--- src/rtl/fft_frame_feeder.sv ---
// fft_frame_feeder: collects one N-sample complex frame from a valid/ready
// stream into a local buffer. When fft_64 reports ready, it issues a
// one-cycle start pulse and then plays the frame back-to-back, one sample
// per cycle.
//
// Ports:
//   clk, rst_n           clock, asynchronous active-low reset
//   s_valid/s_ready      upstream handshake; s_real/s_imag carry the sample
//   fft_ready            ready indication from fft_64
//   fft_start            one-cycle start pulse to fft_64
//   fft_real/fft_imag    sample stream to fft_64, zero outside frame samples
//   busy                 high in any state other than fill
//   frames_sent          count of completed frames, wraps at 16 bits
//
// All outputs come straight from flops.
module fft_frame_feeder #(
  parameter int unsigned N  = 64,
  parameter int unsigned W  = 16,
  parameter int unsigned AW = 6
) (
  input  logic          clk,
  input  logic          rst_n,
  input  logic          s_valid,
  output logic          s_ready,
  input  logic [W-1:0]  s_real,
  input  logic [W-1:0]  s_imag,
  input  logic          fft_ready,
  output logic          fft_start,
  output logic [W-1:0]  fft_real,
  output logic [W-1:0]  fft_imag,
  output logic          busy,
  output logic [15:0]   frames_sent
);

  typedef enum logic [1:0] {
    StFill    = 2'd0,
    StWaitRdy = 2'd1,
    StStream  = 2'd2
  } state_e;

  state_e          state_q, state_d;
  logic [AW-1:0]   wr_ptr_q, wr_ptr_d;
  // One bit wider than the address so the slot after the last sample
  // (count == N) can be told apart from sample 0.
  logic [AW:0]     rd_cnt_q, rd_cnt_d;
  logic            s_ready_q, s_ready_d;
  logic            start_q, start_d;
  logic [W-1:0]    real_q, real_d;
  logic [W-1:0]    imag_q, imag_d;
  logic            busy_q, busy_d;
  logic [15:0]     frames_q, frames_d;
  logic            wr_en;
  logic [2*W-1:0]  rd_word;

  // Frame buffer, {real, imag} per entry. Contents need no reset.
  logic [2*W-1:0]  mem [N];

  always_ff @(posedge clk) begin
    if (wr_en) begin
      mem[wr_ptr_q] <= {s_real, s_imag};
    end
  end

  assign rd_word = mem[rd_cnt_q[AW-1:0]];

  always_comb begin
    state_d   = state_q;
    wr_ptr_d  = wr_ptr_q;
    rd_cnt_d  = rd_cnt_q;
    s_ready_d = s_ready_q;
    frames_d  = frames_q;
    start_d   = 1'b0;
    real_d    = '0;
    imag_d    = '0;
    wr_en     = 1'b0;

    unique case (state_q)
      StFill: begin
        s_ready_d = 1'b1;
        if (s_valid && s_ready_q) begin
          wr_en    = 1'b1;
          wr_ptr_d = wr_ptr_q + 1'b1;
          // Last accept closes the frame; s_ready falls at this same edge.
          if (wr_ptr_q == AW'(N - 1)) begin
            state_d   = StWaitRdy;
            s_ready_d = 1'b0;
          end
        end
      end

      StWaitRdy: begin
        s_ready_d = 1'b0;
        if (fft_ready) begin
          start_d  = 1'b1;
          rd_cnt_d = '0;
          state_d  = StStream;
        end
      end

      StStream: begin
        s_ready_d = 1'b0;
        // fft_ready is deliberately ignored here: playback never pauses.
        if (rd_cnt_q == (AW + 1)'(N)) begin
          state_d   = StFill;
          wr_ptr_d  = '0;
          s_ready_d = 1'b1;
          frames_d  = frames_q + 16'd1;
        end else begin
          real_d   = rd_word[2*W-1:W];
          imag_d   = rd_word[W-1:0];
          rd_cnt_d = rd_cnt_q + 1'b1;
        end
      end

      default: begin
        state_d   = StFill;
        wr_ptr_d  = '0;
        s_ready_d = 1'b1;
      end
    endcase

    busy_d = (state_d != StFill);
  end

  always_ff @(posedge clk or negedge rst_n) begin
    if (!rst_n) begin
      state_q   <= StFill;
      wr_ptr_q  <= '0;
      rd_cnt_q  <= '0;
      s_ready_q <= 1'b1;
      start_q   <= 1'b0;
      real_q    <= '0;
      imag_q    <= '0;
      busy_q    <= 1'b0;
      frames_q  <= '0;
    end else begin
      state_q   <= state_d;
      wr_ptr_q  <= wr_ptr_d;
      rd_cnt_q  <= rd_cnt_d;
      s_ready_q <= s_ready_d;
      start_q   <= start_d;
      real_q    <= real_d;
      imag_q    <= imag_d;
      busy_q    <= busy_d;
      frames_q  <= frames_d;
    end
  end

  assign s_ready     = s_ready_q;
  assign fft_start   = start_q;
  assign fft_real    = real_q;
  assign fft_imag    = imag_q;
  assign busy        = busy_q;
  assign frames_sent = frames_q;

endmodule

--- config.mk ---
export PLATFORM = sky130hd
export DESIGN_NAME = fft_frame_feeder
export DESIGN_NICKNAME = d
export VERILOG_FILES = /design/src/rtl/fft_frame_feeder.sv
export SDC_FILE = /design/constraint.sdc
export NUM_CORES = 2
export LEC_CHECK = 0
export CAP_MARGIN = 40
export CORE_UTILIZATION = 44
export DETAILED_ROUTE_END_ITERATION = 6
export SKIP_LAST_GASP = 1
export SYNTH_ARGS = -nofsm -noshare
export SYNTH_HDL_FRONTEND = slang
export SYNTH_SLANG_ARGS = --single-unit
--- constraint.sdc ---
create_clock -name clk -period 4.74 [get_ports clk]
set_input_delay 1.422 -clock clk [delete_from_list [all_inputs] [get_ports clk]]
set_output_delay 1.422 -clock clk [all_outputs]
set_load 0.02 [all_outputs]
==> impl_metrics.toml <==
[sta]
period_minus_slack_ps = 3580
max_slew_margin_pct = 34.1
fin_ws_ps = 1160
max_freq_ghz = 0.279
rsz0062_at_grt = "no"
fin_tns_setup_ps = 0
clock_skew_ps = 54.5
hold_viol_final = 0
setup_viol = 0
maxSlewViolCount = 0
period_share_pct = 75.5
worstMarginPinSlew_ps = 982

[job]
maxCapViolations = 0

[clocking]
cts_hold_buf = 0
cts-root-buf = "clkbuf_16"
post_cts_resize_count = 0
numCtsBuffers = 210
clk_pin_slew_worst_paths_ps = 60
cts_tree = "done"
clock_path_buffers = 3
post-cts-setup-buffers = 0
insertion_delay_ps = 880
clock-sinks = 2114
htreeDepth = 4

[synthesis]
ys_seq_area_share_pct = 78.5
avgSynthCellArea_um2 = 22.6
synth_cell_types = 56
netlist_area_mm2 = 0.0805
async_reset_ff_share_pct = 3.12
syn_nets = 3601
netlist_instances = 3561
ys_seq_elements = 2114
synth_edf_count = 2048
synth-main-ff-cell = "edfxtp_1"
yosysWarnings = 0

[placed_design]
portBuffers = 86
dp_hpwl_um = 141000
pre_cts_slack_ps = 870
gp_congestion = 0.930

[cells_and_area]
drive_above_1_share_pct = 28.2
syn2layout_area_growth_pct = 15.9
layout_commonest_cell = "edfxtp_1"
fin_nets = 3945
fill_cells = 14100
final_cell_mix = "2,048 x edfxtp_1, 492 x mux4_2, 210 x clkbuf_16, 198 x buf_4, 140 x mux2i_1"

[global_route]
grt.overflow.total = 0
grt_pass1_vias = 38700
grt_pass1_wl_um = 309000
grt_max_degree = 95
antenna_found_initial = 13
track_usage_pct = 24.1

[worst_setup_path]
r2r_setup_slack_ps = 1300
worst-path-buf-inv = 1
worstPathArrival_ps = 2160
crit_path_max_incr_delay_ps = 650
crit_chain = "clkdlybuf4s50_1"
rr_endpoint = "fft_real[10]"
reg2reg_depth = 7
cp_slowest_cell = "clkdlybuf4s50_1"
required_ps = 3320
critPathKind = "flop to output port"
critical_path.top_delay_family = "buffers and inverters"
critPathLaunch = "s_ready"
worst-path-max-fanout = 4
startpoint_type = "flop"
critPathCaptureType = "output port"
r2r_start = "rd_cnt_q[2]"

[floorplan]
io_pins = 87
die_h_um = 430
core_mm2 = 0.181
initial_core_util_pct = 44.4
die_area_mm2 = 0.185
placementRows = 156
fp.dieW_um = 430

[power]
clock_power_share_pct = 43.9
p_seq_share_pct = 54.8
powerDensity_mw_per_mm2 = 401
p_leak_uw = 0.0291
p_sw_share_pct = 20.4
power_uw = 37400
ir_drop_uv = 305
comb_power_share_pct = 1.3
net-switching-power_uw = 7620
internal_power_uw = 29800

[min_path]
hold_class = "flop to flop"
min-delay-start = "frames_sent[15]"
holdPathEnd = "frames_sent[15]"
hold_depth = 1

[routing]
antenna_left = 0
avgViaCountPerCell = 6.08
drc_errors = 0
drt-total-wl_um = 222000
drt_first_pass_iters = 6
routed-via-count = 39200
drt_iter0_markers = 5081
avgRoutedWirePerCell_um = 34.4

[outcome]
outcome = "complete, no violations"
==> stage by stage <==
stage	cell area [um^2]	hold slack [ps]	cells	utilization [%]
floorplan	80500	505	3561	-
global placement	85800	475	6034	47.4
detailed placement	86400	471	6060	47.7
CTS	93200	483	6453	51.4
global route	93200	506	6457	51.5
finish	93200	485	6459	51.5
==> state kept, by name (all words and copies together), names as in the netlist <==
name         count
s_ready          1
busy             1
fft_imag        16
state_q          2
fft_start        1
frames_sent     16
rd_cnt_q         7
fft_real        16
mem           2048
wr_ptr_q         6
==> power by group through the flow <==
| stage | sequential, uW | clock [uW] | combinational, uW |
|---|---|---|---|
| 3_5_place_dp | 20900 | 0 | 487 |
| 3_3_place_gp | 20900 | 0 | 419 |
| 6_report | 20500 | 16400 | 477 |
| 5_1_grt | 20500 | 17300 | 500 |
| 2_1_floorplan | 20900 | 0 | 0.164 |
| 4_1_cts | 20500 | 16600 | 485 |
==> area by class of cell <==
cell class              count  area (um^2)  area share (%)
clock inverters           127         1300            1.39
inverters                  10         42.5          0.0456
repair buffers            325         3560            3.82
clock buffers             266         5510            5.90
diodes                      3         7.51         0.00805
multi-input cells        1244        16700            17.9
well taps                2370         2970            3.18
flip-flops and latches   2114        63200            67.7
==> per-layer routing <==
metal	global-route usage [%]	vias to the layer above	part of all wire (%)
li1	-	15800	-
met1	34.9	21100	41
met2	36.0	1965	46
met3	4.85	349	9.0
met4	9.95	4	4.3
met5	0	-	0.012
==> cell families after synthesis <==
logic type / share of synthesized area, %
compound gates: 2.70
xor+xnor: 0.239
fa+ha+maj: 0.0622
buf+inv: 1.39
flops: 78.5
mux: 15.6
simple gates: 1.57
==> Yosys cell counts (40+ instances only) <==
master / number / share of area, %
a211oi_1: 45 / 0.42
a21oi_1: 40 / 0.25
a22oi_1: 47 / 0.44
buf_2: 80 / 0.50
buf_4: 46 / 0.43
clkbuf_1: 43 / 0.20
dfrtp_1: 65 / 2.0
edfxtp_1: 2048 / 76
mux2i_1: 140 / 1.7
mux4_2: 492 / 14
nand2_1: 104 / 0.49
nor2_1: 94 / 0.44
o22ai_1: 58 / 0.45
==> how the worst max path moves through the flow <==
stage | slack [ps] | cells past startpoint | end
after floorplan | 8 | 5 | mem[49][0]
after global placement | 860 | 6 | mem[49][8]
after detailed placement | 870 | 6 | mem[49][8]
after CTS | 1070 | 1 | s_ready
after global routing | 1110 | 1 | s_ready
final | 1160 | 1 | s_ready
Power figures use the tool's default switching activity.
